File: config.mk
export PLATFORM = sky130hd
export DESIGN_NAME = sa4_skew_feeder_flat
export DESIGN_NICKNAME = d
export VERILOG_FILES = /design/src/rtl/sa4_skew_feeder_pkg.sv /design/src/rtl/sa4_skew_feeder_if.sv /design/src/rtl/sa4_skew_feeder_skew_lane.sv /design/src/rtl/sa4_skew_feeder.sv /design/src/flat_wrapper.sv
export SDC_FILE = /design/constraint.sdc
export NUM_CORES = 1
export LEC_CHECK = 0
export BUFFER_PORTS_ARGS = -buffer_cell sky130_fd_sc_hd__buf_2
export CAP_MARGIN = 20
export CORE_ASPECT_RATIO = 2
export CORE_MARGIN = 5
export CORE_UTILIZATION = 53
export CTS_BUF_LIST = sky130_fd_sc_hd__clkbuf_8
export CTS_CLUSTER_DIAMETER = 50
export CTS_CLUSTER_SIZE = 10
export DETAILED_ROUTE_END_ITERATION = 10
export PLACE_DENSITY = 0.83
export RECOVER_POWER = 25
export SYNTH_ARGS = -nofsm -noshare
export SYNTH_HDL_FRONTEND = slang
export SYNTH_SLANG_ARGS = --single-unit
File: constraint.sdc
create_clock -name clk -period 2.45 [get_ports clk]
set_clock_uncertainty 0.2 [all_clocks]
set_input_delay 0.49 -clock clk [delete_from_list [all_inputs] [get_ports clk]]
set_output_delay 0.49 -clock clk [all_outputs]
set_load 0.01 [all_outputs]
File: src/rtl/sa4_skew_feeder_pkg.sv
// -----------------------------------------------------------------------------
// sa_pkg -- shared definitions for the 4x4 systolic-array skew feeder.
//   state_t      : feeder FSM encoding (IDLE/STREAM/FLUSH/DONE)
//   N            : array edge (lane count)
//   LANE_W       : default operand lane slice width in bits
//   FLUSH_LEN    : cycles spent draining the skew chain after the last beat
//   FLUSH_LOAD   : down-counter preload that yields FLUSH_LEN cycles
//   is_accepting : states in which the feeder can take a beat
// -----------------------------------------------------------------------------
package sa_pkg;

   localparam int N         = 4;
   localparam int LANE_W    = 8;
   localparam int FLUSH_LEN = 2 * (N - 1) + 1;

   // The counter runs FLUSH_LOAD..0 inclusive, i.e. FLUSH_LEN cycles.
   localparam logic [2:0] FLUSH_LOAD = 3'(FLUSH_LEN - 1);

   typedef enum logic [1:0] {
      IDLE   = 2'd0,
      STREAM = 2'd1,
      FLUSH  = 2'd2,
      DONE   = 2'd3
   } state_t;

   function automatic logic is_accepting(input state_t s);
      return (s == IDLE) || (s == STREAM);
   endfunction

endpackage : sa_pkg

File: src/rtl/sa4_skew_feeder_if.sv
// -----------------------------------------------------------------------------
// sa4_skew_feeder_if -- input beat stream into the skew feeder.
//   in_valid  : source has a beat this cycle
//   in_ready  : feeder accepts a beat this cycle
//   in_act    : activation column, lane 0 in the top WIDTH bits
//   in_weight : weight row, same lane packing as in_act
//   in_last   : final beat of a tile
// Modports: master = beat source, slave = feeder.
// -----------------------------------------------------------------------------
interface sa4_skew_feeder_if #(
   parameter int WIDTH = 8
) ();

   logic                 in_valid;
   logic                 in_ready;
   logic [4*WIDTH-1:0]   in_act;
   logic [4*WIDTH-1:0]   in_weight;
   logic                 in_last;

   modport master (
      output in_valid,
      output in_act,
      output in_weight,
      output in_last,
      input  in_ready
   );

   modport slave (
      input  in_valid,
      input  in_act,
      input  in_weight,
      input  in_last,
      output in_ready
   );

endinterface : sa4_skew_feeder_if

File: src/rtl/sa4_skew_feeder_skew_lane.sv
// -----------------------------------------------------------------------------
// sa_skew_lane -- DEPTH-deep, WIDTH-bit shift register with async reset.
// Used as one diagonal lane of the skew chain: d_out is d_in delayed DEPTH
// cycles.
//   clk   : clock, rising edge
//   rstn  : asynchronous active-low reset, clears every stage
//   d_in  : lane input
//   d_out : lane output (last stage, registered)
// -----------------------------------------------------------------------------
module sa_skew_lane #(
   parameter int WIDTH = 8,
   parameter int DEPTH = 1
) (
   input  logic             clk,
   input  logic             rstn,
   input  logic [WIDTH-1:0] d_in,
   output logic [WIDTH-1:0] d_out
);

   logic [WIDTH-1:0] sr_q [DEPTH];
   logic [WIDTH-1:0] sr_d [DEPTH];

   // Next value of each stage: stage 0 takes the input, others shift.
   always_comb begin
      sr_d[0] = d_in;
      for (int i = 1; i < DEPTH; i++) begin
         sr_d[i] = sr_q[i-1];
      end
   end

   // Stage registers.
   always_ff @(posedge clk or negedge rstn) begin
      if (!rstn) begin
         for (int i = 0; i < DEPTH; i++) begin
            sr_q[i] <= {WIDTH{1'b0}};
         end
      end else begin
         for (int i = 0; i < DEPTH; i++) begin
            sr_q[i] <= sr_d[i];
         end
      end
   end

   assign d_out = sr_q[DEPTH-1];

endmodule : sa_skew_lane

File: src/rtl/sa4_skew_feeder.sv
// -----------------------------------------------------------------------------
// sa4_skew_feeder -- feeds a 4x4 systolic array with diagonally skewed
// activation and weight operands, and sequences the tile with a small FSM.
//
// Ports:
//   clk        : clock, rising edge
//   rstn       : asynchronous active-low reset (discards any tile in flight)
//   s_if       : input beat stream (sa4_skew_feeder_if.slave)
//   activation : skewed activation edge, lane i = beat lane i delayed i+1
//   weight     : skewed weight edge, same skew as activation
//   control    : array accumulate-enable
//   busy       : FSM is not IDLE
//   done       : one-cycle pulse at the end of a tile
//   beat_cnt   : accepted beats of the current / last tile
//
// Build option: define SA4_FEEDER_CNT_EN to implement beat_cnt; when left
// undefined there is no counter and beat_cnt is tied to zero.
// Only N = 4 is supported.
// -----------------------------------------------------------------------------
module sa4_skew_feeder #(
   parameter int WIDTH = sa_pkg::LANE_W,
   parameter int N     = 4
) (
   input  logic                clk,
   input  logic                rstn,
   sa4_skew_feeder_if.slave    s_if,
   output logic [4*WIDTH-1:0]  activation,
   output logic [4*WIDTH-1:0]  weight,
   output logic                control,
   output logic                busy,
   output logic                done,
   output logic [15:0]         beat_cnt
);

   import sa_pkg::*;

   state_t       state_q,     state_d;
   logic [2:0]   flush_cnt_q, flush_cnt_d;
   logic         control_q,   control_d;
   logic         done_q,      done_d;
   logic         busy_q,      busy_d;
   logic         in_ready_q,  in_ready_d;

   logic                accept_s;
   logic [4*WIDTH-1:0]  act_in_s;
   logic [4*WIDTH-1:0]  wt_in_s;

   assign accept_s = s_if.in_valid & in_ready_q;

   // Anything other than an accepted beat pushes zeros into the chain so
   // bubbles stay aligned and the outputs drain to zero.
   always_comb begin
      if (accept_s) begin
         act_in_s = s_if.in_act;
         wt_in_s  = s_if.in_weight;
      end else begin
         act_in_s = {(4*WIDTH){1'b0}};
         wt_in_s  = {(4*WIDTH){1'b0}};
      end
   end

   // FSM next state and flush down-counter.
   always_comb begin
      state_d     = state_q;
      flush_cnt_d = flush_cnt_q;
      case (state_q)
         IDLE, STREAM: begin
            if (accept_s) begin
               if (s_if.in_last) begin
                  state_d     = FLUSH;
                  flush_cnt_d = FLUSH_LOAD;
               end else begin
                  state_d = STREAM;
               end
            end else begin
               state_d = state_q;
            end
         end
         FLUSH: begin
            if (flush_cnt_q == 3'd0) begin
               state_d = DONE;
            end else begin
               flush_cnt_d = flush_cnt_q - 3'd1;
            end
         end
         DONE: begin
            state_d = IDLE;
         end
         default: begin
            state_d     = IDLE;
            flush_cnt_d = 3'd0;
         end
      endcase
   end

   // Registered outputs. control lags the state by one cycle so that it
   // rises together with the first lane-0 operand leaving the chain.
   always_comb begin
      control_d  = (state_q == STREAM) || (state_q == FLUSH) ||
                   ((state_q == IDLE) && accept_s);
      done_d     = (state_q == DONE);
      busy_d     = (state_d != IDLE);
      in_ready_d = is_accepting(state_d);
   end

   // FSM and output registers.
   always_ff @(posedge clk or negedge rstn) begin
      if (!rstn) begin
         state_q     <= IDLE;
         flush_cnt_q <= 3'd0;
         control_q   <= 1'b0;
         done_q      <= 1'b0;
         busy_q      <= 1'b0;
         in_ready_q  <= 1'b1;
      end else begin
         state_q     <= state_d;
         flush_cnt_q <= flush_cnt_d;
         control_q   <= control_d;
         done_q      <= done_d;
         busy_q      <= busy_d;
         in_ready_q  <= in_ready_d;
      end
   end

   assign s_if.in_ready = in_ready_q;
   assign control       = control_q;
   assign done          = done_q;
   assign busy          = busy_q;

   // Diagonal skew: lane i passes through i+1 registers.
   for (genvar i = 0; i < N; i++) begin : g_lane
      sa_skew_lane #(.WIDTH(WIDTH), .DEPTH(i + 1)) u_act (
         .clk   (clk),
         .rstn  (rstn),
         .d_in  (act_in_s[4*WIDTH-1-i*WIDTH -: WIDTH]),
         .d_out (activation[4*WIDTH-1-i*WIDTH -: WIDTH])
      );
      sa_skew_lane #(.WIDTH(WIDTH), .DEPTH(i + 1)) u_wt (
         .clk   (clk),
         .rstn  (rstn),
         .d_in  (wt_in_s[4*WIDTH-1-i*WIDTH -: WIDTH]),
         .d_out (weight[4*WIDTH-1-i*WIDTH -: WIDTH])
      );
   end

`ifdef SA4_FEEDER_CNT_EN
   logic [15:0] beat_cnt_q, beat_cnt_d;

   // Beat counter: restarts at 1 on the first beat of a tile (accepted in
   // IDLE), saturates, and holds when no beat is accepted.
   always_comb begin
      if (accept_s) begin
         if (state_q == IDLE) begin
            beat_cnt_d = 16'd1;
         end else if (beat_cnt_q == 16'hFFFF) begin
            beat_cnt_d = beat_cnt_q;
         end else begin
            beat_cnt_d = beat_cnt_q + 16'd1;
         end
      end else begin
         beat_cnt_d = beat_cnt_q;
      end
   end

   // Beat counter register.
   always_ff @(posedge clk or negedge rstn) begin
      if (!rstn) begin
         beat_cnt_q <= 16'd0;
      end else begin
         beat_cnt_q <= beat_cnt_d;
      end
   end

   assign beat_cnt = beat_cnt_q;
`else
   assign beat_cnt = 16'd0;
`endif

endmodule : sa4_skew_feeder

File: src/flat_wrapper.sv
// flat-port wrapper written by rule: the top's interface ports become plain ports
module sa4_skew_feeder_flat import sa_pkg::*;
#(
   parameter int WIDTH = sa_pkg::LANE_W,
   parameter int N     = 4
)
  (clk, rstn, activation, weight, control, busy, done, beat_cnt, s_if_in_valid, s_if_in_act, s_if_in_weight, s_if_in_last, s_if_in_ready);
  sa4_skew_feeder_if #(.WIDTH(WIDTH)) s_if_i ();
  input  logic clk;
  input  logic rstn;
  output logic [4*WIDTH-1:0] activation;
  output logic [4*WIDTH-1:0] weight;
  output logic control;
  output logic busy;
  output logic done;
  output logic [15:0] beat_cnt;
  input wire logic [$bits(s_if_i.in_valid)-1:0] s_if_in_valid;
  input wire logic [$bits(s_if_i.in_act)-1:0] s_if_in_act;
  input wire logic [$bits(s_if_i.in_weight)-1:0] s_if_in_weight;
  input wire logic [$bits(s_if_i.in_last)-1:0] s_if_in_last;
  output wire logic [$bits(s_if_i.in_ready)-1:0] s_if_in_ready;
  assign s_if_i.in_valid = s_if_in_valid;
  assign s_if_i.in_act = s_if_in_act;
  assign s_if_i.in_weight = s_if_in_weight;
  assign s_if_i.in_last = s_if_in_last;
  assign s_if_in_ready = s_if_i.in_ready;
  sa4_skew_feeder #(.WIDTH(WIDTH), .N(N)) u_core (.clk(clk), .rstn(rstn), .s_if(s_if_i), .activation(activation), .weight(weight), .control(control), .busy(busy), .done(done), .beat_cnt(beat_cnt));
endmodule
==> results.py <==
metrics = {
    "timing": {
        "setup_viol": 0,
        "timing.final.crit_period_ns": 1.94,
        "fin_ws_ns": 0.511,
        "fmax_mhz": 516,
        "hold_viol": 0,
        "report.final.slew_viol_count": 0,
        "finalCritPeriodShare_pct": 79.2,
        "rsz0062_at_grt": "no",
        "setup_tns_ns": 0,
    },
    "cts": {
        "clk_pin_slew_ns": 0.09,
        "postCtsHoldBufs": 1,
        "cts_made_buffers": 17,
        "htree_levels": 4,
        "cts_resized": 0,
        "cts_root_buf": "clkbuf_8",
        "cts_sinks": 169,
        "cts_tree": "yes",
        "clk_path_buf_depth": 2,
        "post_cts_buffers": 0,
        "clock_latency_ns": 0.43,
    },
    "final_layout": {
        "syn_to_final_growth_pct": 22.2,
        "layout.cells.non_filler": 564,
        "fin_util_pct": 66.6,
        "final_nets": 521,
        "drive_above_1_share_pct": 38.1,
    },
    "detailed_routing": {
        "dr.pass1.iters": 7,
        "wire_per_inst_um": 16.0,
        "ant_nets": 0,
        "route.detailed.drc": 0,
        "vias": 2786,
        "wl_um": 9030,
        "first_iter_violations": 139,
        "viasPerCell": 4.94,
    },
    "floorplan": {
        "initial_utilization_pct": 54.5,
        "die_y_um": 149,
        "fp.coreArea_mm2": 0.00938,
        "io_pins": 152,
        "die_area_mm2": 0.0118,
        "chipWidth_um": 79.4,
        "rows": 50,
    },
    "logic_synthesis": {
        "post_synth_instance_area_mm2": 0.00511,
        "ys_types": 30,
        "ys_ff_latch": 169,
        "synth_edf_count": 0,
        "yosys.area_share.adder_pct": 1.47,
        "synthArstFlopShare_pct": 100,
        "synth_ff_type": "dfrtp_1",
        "synthSimpleGateAreaFrac_pct": 9.13,
        "synth_compound_area_share_pct": 2.47,
        "ys_seq_area_share_pct": 82.8,
        "avgSynthCellArea_um2": 16.9,
        "synth_xor_area_share_pct": 0,
        "synth_top_family_by_area": "simple AND/OR/NAND/NOR gates",
        "yosysWarnings": 0,
        "synthMuxAreaShare_pct": 0.196,
        "syn_inst": 303,
    },
    "power_and_ir_drop": {
        "p_per_area_mw_per_mm2": 1000,
        "finalPower_mw": 6.26,
        "p_leak_nw": 3.66,
        "worst_ir_drop_vdd_mv": 0.758,
    },
    "worst_setup_path": {
        "crit_arrival_ns": 2.07,
        "worst-setup-path-type": "register to register",
        "cp_max_fo": 6,
        "start_kind": "register",
        "end_kind": "register",
        "cp.required_ns": 2.58,
    },
    "global_route": {
        "grt-ovfl-total": 0,
        "grt_usage_pct": 17.1,
        "grt_antenna_before_repair": 1,
        "grt_pass1_wl_um": 14900,
        "grt_pass1_vias": 3041,
        "grt_max_degree": 66,
    },
    "placed_design": {
        "place.gp.congestion": 0.796,
        "place_ws_ns": 0.561,
        "io_buffers": 135,
        "placed_cells_incl_taps": 531,
        "hpwl_um": 6490,
    },
    "worst_hold_path": {
        "hp-class": "primary input to register",
    },
    "flow_run": {
        "maxCapViolCount": 0,
    },
    "run_status": {
        "status": "complete, no violations",
    },
}
==> kinds of logic after synthesis <==
group                    Yosys count
AND/OR/NAND/NOR                   74
other                              1
multiplexers                       1
adder cells (fa/ha/maj)            6
AO/OA/AOI/OAI                     16
buffers and inverters             36
flip-flops                       169
==> flip-flops by register name, indices dropped and copies added (netlist names) <==
signal / count
u_core.g_lane.u_wt.sr_d: 48
u_core.done: 1
u_core.busy: 1
u_core.g_lane.u_act.d_out: 32
u_core.s_if.in_ready: 1
u_core.state_q: 2
u_core.flush_cnt_q: 3
u_core.g_lane.u_wt.d_out: 32
u_core.g_lane.u_act.sr_d: 48
u_core.control: 1
==> placed cells by master, fill, tap and decap left out, types with 2 or more instances in the layout <==
master      n
buf_2     134
clkinv_2    2
dfrtp_1   168
inv_6       6
and3_1     64
clkinv_4    3
o31ai_1     2
conb_1     16
clkbuf_8   17
o21bai_1    2
and2_1      2
a21oi_1     3
inv_1       5
buf_12      2
buf_4       3
nand3_1     2
ha_1        6
==> cells in the mapped netlist, drive strengths merged (2+ instances only) <==
master    n  share of area (%)
ha        6                1.5
buf      18                2.5
o31ai     2               0.29
dfrtp   168                 82
clkbuf   13               0.96
o21bai    2               0.29
and3     64                7.8
inv       5               0.37
nand3     2               0.20
and2      2               0.24
a21oi     3               0.29
==> layer usage <==
metal	part of all wire [%]	up-vias	GRT usage, %
met5	0	-	0
met4	4.3	0	10.2
met1	34	1356	18.1
met3	7.1	30	6.53
met2	55	139	28.3
li1	-	1261	-
==> through the flow <==
stage / hold slack (ns) / instance area (µm²)
floorplan: -0.00559 / 5170
global placement: 0.131 / 5860
detailed placement: 0.135 / 5860
CTS: 0.0444 / 6240
global route: 0.0434 / 6250
finish: 0.0820 / 6250
==> report_power, final <==
| part | switching [mW] | internal [mW] | total [mW] |
|---|---|---|---|
| clock network | 0.975 | 0.824 | 1.80 |
| registers | 0.152 | 3.24 | 3.39 |
| logic | 0.631 | 0.443 | 1.07 |
| total | 1.76 | 4.51 | 6.26 |
==> worst max-delay path, cell delays in order (launching register included) <==
cell and delay (ns):
dfrtp_1 0.45, inv_1 0.11, ha_1 0.26, a2bb2oi_2 0.17, or3_4 0.41, o211a_1 0.23
==> layout make-up <==
type | instances | area (µm²)
sequential | 169 | 4230
fill | 629 | 3140
timing repair buffer | 141 | 754
multi-input combinational | 113 | 738
clock buffer | 17 | 234
clock inverter | 14 | 138
tap | 104 | 130
inverter | 5 | 18.8
antenna | 1 | 2.50
==> final timing paths <==
check                           cells after the start                               startpoint                                        end  slack, ns
worst min-delay path                                2                           s_if_in_act[5]  u_core.g_lane[3].u_act.sr_d[21]$_DFF_PN0_       0.08
max in group asynchronous                           3                                     rstn             u_core.s_if.in_ready$_DFF_PN1_       1.01
worst max register to register                      5              u_core.state_q[0]$_DFF_PN0_          u_core.flush_cnt_q[1]$_DFFE_PN0P_       0.51
worst max-delay path                                5              u_core.state_q[0]$_DFF_PN0_          u_core.flush_cnt_q[1]$_DFFE_PN0P_       0.51
min in group asynchronous                           2                                     rstn   u_core.g_lane[2].u_act.sr_d[9]$_DFF_PN0_       0.35
worst min register to register                      0  u_core.g_lane[2].u_wt.sr_d[9]$_DFF_PN0_    u_core.g_lane[2].u_wt.sr_d[1]$_DFF_PN0_       0.15
No activity file was read; power rests on OpenSTA's default activity.
